===== config.mk =====
export PLATFORM = sky130hd
export DESIGN_NAME = rob_multi_wb
export DESIGN_NICKNAME = d
export VERILOG_FILES = /design/src/rtl/rob_multi_wb.sv
export SDC_FILE = /design/constraint.sdc
export NUM_CORES = 2
export LEC_CHECK = 0
export BUFFER_PORTS_ARGS = -buffer_cell sky130_fd_sc_hd__buf_2
export CORE_ASPECT_RATIO = 1.75
export CORE_MARGIN = 3
export CORE_UTILIZATION = 48
export CTS_CLUSTER_SIZE = 8
export DETAILED_ROUTE_END_ITERATION = 8
export GPL_TIMING_DRIVEN = 0
export PLACE_DENSITY = 0.65
export SETUP_SLACK_MARGIN = 0.02
export SLEW_MARGIN = 20
export SYNTH_ARGS = -nofsm -noshare
export SYNTH_HDL_FRONTEND = slang
export SYNTH_SLANG_ARGS = --single-unit

===== constraint.sdc =====
create_clock -name clk -period 12.2 [get_ports clk]
set_input_delay 2.44 -clock clk [delete_from_list [all_inputs] [get_ports clk]]
set_output_delay 2.44 -clock clk [all_outputs]
set_load 0.02 [all_outputs]

===== src/rtl/rob_multi_wb.sv =====
// Reorder buffer with in-order commit, multiple writeback channels, operand bypass,
// store-commit handshake and full flush on taken branches / JALR.
module rob_multi_wb #(
  parameter int unsigned IDX_W  = 3,
  parameter int unsigned XLEN   = 32,
  parameter int unsigned NUM_WB = 2
) (
  input  logic                     clk,
  input  logic                     rst,
  input  logic                     alloc_valid,
  output logic                     alloc_ready,
  input  logic [4:0]               alloc_op,
  input  logic [4:0]               alloc_rd,
  input  logic [XLEN-1:0]          alloc_pc,
  input  logic [XLEN-1:0]          alloc_imm,
  output logic [IDX_W-1:0]         alloc_tag,
  input  logic [IDX_W-1:0]         src1_tag,
  input  logic [IDX_W-1:0]         src2_tag,
  output logic                     src1_ready,
  output logic                     src2_ready,
  output logic [XLEN-1:0]          src1_value,
  output logic [XLEN-1:0]          src2_value,
  input  logic [NUM_WB-1:0]        wb_valid,
  input  logic [NUM_WB*IDX_W-1:0]  wb_tag,
  input  logic [NUM_WB*XLEN-1:0]   wb_value,
  output logic                     commit_valid,
  output logic [4:0]               commit_rd,
  output logic [XLEN-1:0]          commit_value,
  output logic [IDX_W-1:0]         commit_tag,
  output logic                     st_req,
  input  logic                     st_ack,
  output logic                     redirect_valid,
  output logic [XLEN-1:0]          redirect_pc,
  output logic [IDX_W:0]           count
);

  localparam int unsigned DEPTH = 1 << IDX_W;
  localparam logic [IDX_W:0] DepthCnt = {1'b1, {IDX_W{1'b0}}};

  // JALR has no encoding of its own in the opcode list; 10001 sits next to JAL.
  localparam logic [4:0] OpBeq  = 5'b01010;
  localparam logic [4:0] OpBge  = 5'b01011;
  localparam logic [4:0] OpBne  = 5'b01100;
  localparam logic [4:0] OpBgeu = 5'b01101;
  localparam logic [4:0] OpLui  = 5'b01110;
  localparam logic [4:0] OpAuipc = 5'b01111;
  localparam logic [4:0] OpJal  = 5'b10000;
  localparam logic [4:0] OpJalr = 5'b10001;
  localparam logic [4:0] OpStLo = 5'b10111;
  localparam logic [4:0] OpStHi = 5'b11001;
  localparam logic [4:0] OpBlt  = 5'b11010;
  localparam logic [4:0] OpBltu = 5'b11011;
  localparam logic [4:0] OpJalC = 5'b11100;

  typedef logic [IDX_W-1:0] idx_t;
  typedef logic [IDX_W:0]   cnt_t;

  function automatic logic is_store(input logic [4:0] op);
    return (op >= OpStLo) && (op <= OpStHi);
  endfunction

  function automatic logic is_branch(input logic [4:0] op);
    return (op == OpBeq) || (op == OpBge) || (op == OpBne) || (op == OpBgeu) ||
           (op == OpBlt) || (op == OpBltu);
  endfunction

  function automatic logic ready_at_alloc(input logic [4:0] op);
    return (op == OpLui) || (op == OpAuipc) || (op == OpJal) || (op == OpJalC);
  endfunction

  idx_t            head_q, head_d, tail_q, tail_d;
  cnt_t            count_q, count_d;
  logic [DEPTH-1:0] busy_q, busy_d, ready_q, ready_d;
  logic [4:0]      op_q    [DEPTH];
  logic [4:0]      rd_q    [DEPTH];
  logic [XLEN-1:0] pc_q    [DEPTH];
  logic [XLEN-1:0] imm_q   [DEPTH];
  logic [XLEN-1:0] value_q [DEPTH];
  logic [XLEN-1:0] value_d [DEPTH];

  logic            commit_valid_q, redirect_valid_q;
  logic [4:0]      commit_rd_q, commit_rd_d;
  logic [XLEN-1:0] commit_value_q, commit_value_d;
  idx_t            commit_tag_q;
  logic [XLEN-1:0] redirect_pc_q, redirect_pc_d;

  idx_t            wb_idx [NUM_WB];
  logic [XLEN-1:0] wb_val [NUM_WB];

  for (genvar k = 0; k < NUM_WB; k++) begin : g_wb_unpack
    assign wb_idx[k] = wb_tag[k*IDX_W +: IDX_W];
    assign wb_val[k] = wb_value[k*XLEN +: XLEN];
  end

  logic [4:0]      head_op;
  logic [XLEN-1:0] head_pc, head_imm, head_value;
  logic            head_store, head_branch, head_taken, head_ok, flush_now, alloc_fire;

  always_comb begin
    head_op     = op_q[head_q];
    head_pc     = pc_q[head_q];
    head_imm    = imm_q[head_q];
    head_value  = value_q[head_q];
    head_store  = is_store(head_op);
    head_branch = is_branch(head_op);
    head_taken  = |head_value;
    st_req      = busy_q[head_q] && ready_q[head_q] && head_store;
    head_ok     = busy_q[head_q] && ready_q[head_q] && (!head_store || st_ack);
    flush_now   = head_ok && ((head_branch && head_taken) || (head_op == OpJalr));
    alloc_ready = (count_q < DepthCnt) && !flush_now;
    alloc_fire  = alloc_valid && alloc_ready;
  end

  // Ring next state: writebacks (highest channel last so it wins), then alloc, commit, flush.
  always_comb begin
    busy_d  = busy_q;
    ready_d = ready_q;
    value_d = value_q;
    for (int k = 0; k < NUM_WB; k++) begin
      if (wb_valid[k] && busy_q[wb_idx[k]]) begin
        value_d[wb_idx[k]] = wb_val[k];
        ready_d[wb_idx[k]] = 1'b1;
      end
    end
    if (alloc_fire) begin
      busy_d[tail_q]  = 1'b1;
      ready_d[tail_q] = ready_at_alloc(alloc_op);
      value_d[tail_q] = alloc_imm;
    end
    if (head_ok) begin
      busy_d[head_q] = 1'b0;
    end
    head_d  = head_q + idx_t'(head_ok);
    tail_d  = tail_q + idx_t'(alloc_fire);
    count_d = count_q + cnt_t'(alloc_fire) - cnt_t'(head_ok);
    if (flush_now) begin
      busy_d  = '0;
      ready_d = '0;
      head_d  = head_q + idx_t'(1);
      tail_d  = head_q + idx_t'(1);
      count_d = '0;
    end
  end

  always_comb begin
    commit_rd_d    = (head_branch || head_store) ? 5'd0 : rd_q[head_q];
    commit_value_d = head_value;
    if ((head_op == OpJal) || (head_op == OpJalr)) begin
      commit_value_d = head_pc + XLEN'(4);
    end else if (head_op == OpJalC) begin
      commit_value_d = head_pc + XLEN'(2);
    end else if (head_op == OpAuipc) begin
      commit_value_d = head_pc + head_imm;
    end else if (head_branch) begin
      commit_value_d = XLEN'(head_taken);
    end
    redirect_pc_d = (head_op == OpJalr) ? (head_value & ~XLEN'(1)) : (head_pc + head_imm);
  end

  always_ff @(posedge clk) begin
    if (!rst) begin
      head_q           <= '0;
      tail_q           <= '0;
      count_q          <= '0;
      busy_q           <= '0;
      ready_q          <= '0;
      commit_valid_q   <= 1'b0;
      commit_rd_q      <= '0;
      commit_value_q   <= '0;
      commit_tag_q     <= '0;
      redirect_valid_q <= 1'b0;
      redirect_pc_q    <= '0;
    end else begin
      head_q           <= head_d;
      tail_q           <= tail_d;
      count_q          <= count_d;
      busy_q           <= busy_d;
      ready_q          <= ready_d;
      commit_valid_q   <= head_ok;
      redirect_valid_q <= flush_now;
      if (head_ok) begin
        commit_rd_q    <= commit_rd_d;
        commit_value_q <= commit_value_d;
        commit_tag_q   <= head_q;
      end
      if (flush_now) begin
        redirect_pc_q <= redirect_pc_d;
      end
    end
  end

  // Payload storage needs no reset: busy/ready gate every use.
  always_ff @(posedge clk) begin
    if (alloc_fire) begin
      op_q[tail_q]  <= alloc_op;
      rd_q[tail_q]  <= alloc_rd;
      pc_q[tail_q]  <= alloc_pc;
      imm_q[tail_q] <= alloc_imm;
    end
    value_q <= value_d;
  end

  idx_t            src_tag [2];
  logic [1:0]      src_rdy;
  logic [XLEN-1:0] src_val [2];

  assign src_tag[0] = src1_tag;
  assign src_tag[1] = src2_tag;

  always_comb begin
    for (int s = 0; s < 2; s++) begin
      src_rdy[s] = 1'b0;
      src_val[s] = '0;
      if (busy_q[src_tag[s]]) begin
        if (ready_q[src_tag[s]]) begin
          src_rdy[s] = 1'b1;
          src_val[s] = value_q[src_tag[s]];
        end
        for (int k = 0; k < NUM_WB; k++) begin
          if (wb_valid[k] && (wb_idx[k] == src_tag[s])) begin
            src_rdy[s] = 1'b1;
            src_val[s] = wb_val[k];
          end
        end
      end
    end
  end

  assign src1_ready     = src_rdy[0];
  assign src2_ready     = src_rdy[1];
  assign src1_value     = src_val[0];
  assign src2_value     = src_val[1];
  assign alloc_tag      = tail_q;
  assign count          = count_q;
  assign commit_valid   = commit_valid_q;
  assign commit_rd      = commit_rd_q;
  assign commit_value   = commit_value_q;
  assign commit_tag     = commit_tag_q;
  assign redirect_valid = redirect_valid_q;
  assign redirect_pc    = redirect_pc_q;

endmodule

* Word-level counts from Yosys, hierarchy flattened
Memory sizes are Yosys's and may differ from the RTL's. A register that Yosys moved wholly into a read port is not among the register bits. Cells that the tools add are included.
Word-level totals: bits of input ports 156, bits in registers 356, memories kept 4, logic and storage cells 201, output and inout bits 149, memory bits (writable) 592
Memory list:
- imm_q | words 8, width 32, rd ports 1, clocked after Yosys merged registers in 1, write ports 1, line 77 | logic [XLEN-1:0] imm_q [DEPTH];
- pc_q | words 8, width 32, rd ports 1, clocked after Yosys merged registers in 1, write ports 1, line 76 | logic [XLEN-1:0] pc_q [DEPTH];
- op_q | words 8, width 5, rd ports 1, clocked after Yosys merged registers in 1, write ports 1, line 74 | logic [4:0] op_q [DEPTH];
- rd_q | words 8, width 5, rd ports 1, clocked after Yosys merged registers in 1, write ports 1, line 75 | logic [4:0] rd_q [DEPTH];
Operators by class: add/sub/neg operators 8, $lt $le $gt $ge 22, bitwise operators 12, muxes and demuxes 81, equality and inequality tests 18, reduce and logical (&&, ||, !) cells 37
Operators with widths (number):
- bitwise mux 256 bit | 3
- 2-to-1 mux 256 bit | 3
- 2-to-1 mux 32 bit | 22
- binary-select mux 32 bit (select 3 bit) | 3
- demux 32 bit (select 3 bit) | 3
- 2-to-1 mux 8 bit | 5
- equality test 5 x 4 -> 1 bit, second input constant | 7
- equality test 5 bit, second input constant | 7
- adder 32 x 2 -> 32 bit, second input constant | 1
- adder 32 x 3 -> 32 bit, second input constant | 1
- adder 32 bit | 1
- OR reduction 32 bit | 1
- binary-select mux 1 bit (select 3 bit) | 8
- >= comparator 4 bit, second input constant | 6
- < comparator 3 x 4 -> 1 bit, second input constant | 6
- NOT 3 -> 4 bit | 6
- bitwise OR 8 bit | 3
- 2-to-1 mux 1 bit | 22
- logical AND 1 bit | 21
- 2-to-1 mux 3 bit | 6
- demux 1 bit (select 3 bit) | 4
- equality test 3 bit | 4
- >= comparator 3 x 1 -> 1 bit, second input constant | 4
- logical OR 1 bit | 12
- other kinds (15) | 19

* Longest topological paths before layout
word-level depth 15, depth in mapped cells 27, mapped depth without buffers 16

* Worst setup path before layout
Ideal clock, no wire load.
kind input-to-output, from input src1_tag[0], to output src1_value[14], path buffers 5, data arrival time 4.969 ns, data required time 9.760 ns, path slack 4.791 ns, stages 9, cells stage by stage clkbuf_1 buf_2 buf_1 xnor2_1 nand4_1 clkbuf_1 buf_1 nor2_1 a211oi_1
Between the ends: word-level cells in the longest chain between the ends 8, elaborated cells on any way between the ends 16, those cells by class eq/ne: 2; mux: 11; bitwise: 1; reduce/logical: 2
RTL lines:
- from (decl) | line 17 | input logic [IDX_W-1:0] src1_tag,
- NOT 3 -> 4 bit (not written as such) | line 217 | src_val[s] = value_q[src_tag[s]];
- binary-select mux 32 bit (select 3 bit) | line 217
- 2-to-1 mux 32 bit (not written as such) (2 in a row) | line 217
- 2-to-1 mux 32 bit | line 215 | if (ready_q[src_tag[s]]) begin
- 2-to-1 mux 32 bit (2 in a row) | line 220 | if (wb_valid[k] && (wb_idx[k] == src_tag[s])) begin
- 2-to-1 mux 32 bit (*) | line 214 | if (busy_q[src_tag[s]]) begin
- to (decl) | line 21 | output logic [XLEN-1:0] src1_value,
Every way passes the cells marked *; elsewhere a longest branch is shown, timed or not. The select of a mux whose other input is x is not followed.

* Final worst setup path
from input src2_tag[0], to output src2_value[27]
Between the ends: word-level cells in the longest chain between the ends 8, elaborated cells on any way between the ends 16, those cells by class eq/ne: 2; mux: 11; bitwise: 1; reduce/logical: 2
RTL lines:
- from (decl) | line 18 | input logic [IDX_W-1:0] src2_tag,
- NOT 3 -> 4 bit (not written as such) | line 217
- binary-select mux 32 bit (select 3 bit) | line 217
- 2-to-1 mux 32 bit (not written as such) (2 in a row) | line 217
- 2-to-1 mux 32 bit | line 215
- 2-to-1 mux 32 bit (2 in a row) | line 220
- 2-to-1 mux 32 bit (*) | line 214
- to (decl) | line 22 | output logic [XLEN-1:0] src2_value,
Marked as above.

==> impl_metrics.csv <==
group,metric,value,unit
clocking,cts.sinks,948,
synth,ys_async_sr_fraction,0,%
setup_path,cp.required,9760,ps
placement,dpl.hpwl,174000,um
setup_path,worstPathMaxFanout,10,
sta,min_period,9530,ps
clocking,cts_buffer_depth,3,
floorplanning,num_rows,158,
synth,yosysTopAreaCellShare,34.6,%
synth,ys.flop_type,"edfxtp_1",
synth,synth-edff-count,592,
floorplanning,dieArea,111000,um2
synth,syn_area,51400,um2
setup_path,cp.arrival,7090,ps
cells_and_area,nets,5131,
clocking,tritoncts,"done",
floorplanning,die_w,253,um
setup_path,crit_type,"input pin to output pin",
sta,rsz0062_at_grt,"false",
route,wire_per_inst,37.8,um
cells_and_area,postLayoutCoreUtil,55.3,%
cells_and_area,fillers,9120,
cells_and_area,fin_area,58700,um2
sta,finalHoldViolCount,0,
cells_and_area,layout_common_cells,"nand2_1, edfxtp_1, o21ai_0, mux2i_1, dfxtp_1",
synth,synth_area_per_cell,11.3,um2
grt,grt_max_degree,51,
route,vias,43300,
route,drt_wl_total,241000,um
clocking,numCtsBuffers,136,
grt,grt_pass1_vias,42000,
synth,netlist_top_cells_area,"edfxtp_1, mux4_2, dfxtp_1",
clocking,clk_pin_slew,50,ps
setup_path,crit_path_end_kind,"output pin",
cells_and_area,mostFrequentLayoutCell,"nand2_1",
sta,slew_headroom,11.3,%
job,cap_violations,0,
outcome,status,"complete, no violations",
setup_path,rr_worst_depth,22,
route,ant_nets,0,
clocking,htreeDepth,4,
sta,finClkSkew,54.8,ps
clocking,post_cts_buffers,0,
synth,synthDistinctLibCells,92,
route,drc,0,
synth,syn_inst,4545,
synth,synth-seq-area-share,48.4,%
setup_path,crit_path_start_kind,"input pin",
synth,synth_top_area_cell,"edfxtp_1",
pwr,p_total,11700,uW
cells_and_area,drive_gt1_share,18.6,%
grt,grt_overflow,0,
floorplanning,core_area,106000,um2
synth,ys_seq_elements,948,
min_path,hp-class,"register to register",
setup_path,timing.rr.start,"head_q[2]",
clocking,cts_hold_buf,0,
pwr,vdd_drop_max,0.175,mV
sta,finalSetupViolCount,0,
cells_and_area,area_growth,14.3,%
grt,grt_usage,43.4,%
cells_and_area,multi_input_area,24300,um2
floorplanning,initial_core_util,48.4,%
pwr,power_density,199,nW/um2
placement,gp_congestion,1.07,
setup_path,rr_endpoint,"commit_value[26]",
synth,yosys_warnings,0,
pwr,p_leak,0.0221,uW
floorplanning,ioPinCount,305,
clocking,postCtsResizedCells,0,
grt,grt_pass1_wl,332000,um
clocking,clock_latency,790,ps
route,drt_iter0_drc,5795,
sta,setup_tns,0,ps
sta,max_slew.worst_pin.slew,1330,ps
route,vias_per_cell,6.77,
setup_path,crit_start,"src2_tag[0]",
placement,port_buffers,233,
sta,timing.fmax,105,MHz
synth,synth_nets,4745,
clocking,root_buffer,"clkbuf_16",
grt,antenna_found_initial,35,
floorplanning,die_h,439,um
setup_path,reg2reg_slack,3010,ps
setup_path,endpoint,"src2_value[27]",
sta,drv_slew,0,
placement,place_area,54600,um2
route,dr.pass1.iters,8,
cells_and_area,layout.area.seq,24900,um2
sta,finalCritPeriodShare,78.1,%
==> metal layers <==
metal	track usage [%]	up-vias	part of all wire, %	wire length, um
met5	0.0446	-	0.020	48
li1	-	17800	-	-
met3	14.3	1133	10	25300
met1	46.1	21200	32	77000
met2	67.4	3142	46	111000
met4	41.2	8	11	27700
==> logic make-up after synthesis <==
logic type | Yosys count | share of synthesized area [%]
and+or+nand+nor | 1260 | 10.4
AOI/OAI and AO/OA | 986 | 11.0
DFF | 948 | 48.4
muxes | 748 | 23.5
buffers and inverters | 491 | 4.42
xor gates and xnor gates | 68 | 1.16
adders and majority gates | 44 | 1.10
==> critical path, cell delays in order <==
cell	delay [ps]
clkbuf_1	550
clkbuf_1	880
xor2_1	160
nor3_1	250
clkbuf_1	730
clkbuf_1	720
a21oi_1	320
a211oi_2	730
buf_2	300
==> power by group <==
group          switching [uW]  internal (uW)  total [uW]  leakage (uW)
Clock                    1530           2090        3620       0.00191
Combinational            2290           1410        3690        0.0118
Sequential                464           3940        4400       0.00831
Total                    4280           7440       11700        0.0221
==> synthesized netlist by cell type, drive strengths merged, types with 4 or more instances <==
cell type  count
nand2        824
edfxtp       592
o21ai        588
mux2i        390
dfxtp        356
mux4         354
clkbuf       229
buf          219
nor2         168
a21oi        157
nor3          91
a211oi        81
nand3         50
xnor2         46
ha            42
inv           42
and2          22
xor2          22
nand4         19
o31ai         17
a221oi        16
nor4          16
a21o          15
nor2b         14
a31oi         13
a21boi        12
and3          12
nor3b         12
nand2b        10
a22o           9
nand3b         9
o211ai         9
a311oi         8
o221ai         7
o22ai          7
a32oi          5
o21a           5
mux2           4
o2111ai        4
or3            4
==> flip-flops by register name (all words and copies together), names as in the netlist <==
name and count:
alloc_tag 3, busy_q 8, commit_rd 5, commit_tag 3, commit_valid 1, commit_value 32, count 4, head_q 3
imm_q 256, op_q 40, pc_q 256, rd_q 40, ready_q 8, redirect_pc 32, redirect_valid 1, value_q 256
==> stage by stage <==
step | hold slack (ps) | worst slack, ps | std cells
floorplan | 508 | 4790 | 4545
global placement | 439 | 2570 | 6138
detailed placement | 441 | 2940 | 6150
CTS | 456 | 2920 | 6368
global route | 472 | 2700 | 6378
finish | 456 | 2670 | 6393
==> how the worst min path moves through the flow <==
stage                     from         endpoint  slack (ps)  cells after the start
2_1_floorplan        busy_q[6]        busy_q[6]         510                      2
3_3_place_gp   redirect_pc[10]  redirect_pc[10]         440                      2
3_5_place_dp   redirect_pc[10]  redirect_pc[10]         440                      2
4_1_cts         redirect_pc[7]   redirect_pc[7]         460                      2
5_1_grt         redirect_pc[3]   redirect_pc[3]         470                      2
6_report        redirect_pc[7]   redirect_pc[7]         460                      2
==> layout make-up <==
| cell class | count | share of cell area [%] |
|---|---|---|
| Sequential cell | 948 | 42.4 |
| Multi-Input combinational cell | 3106 | 41.3 |
| Clock buffer | 203 | 6.24 |
| Buffer | 448 | 3.70 |
| Tap cell | 1360 | 2.90 |
| Timing Repair Buffer | 248 | 2.46 |
| Clock inverter | 15 | 0.603 |
| Inverter | 43 | 0.279 |
| Antenna cell | 22 | 0.0937 |
Power figures use the tool's default switching activity.
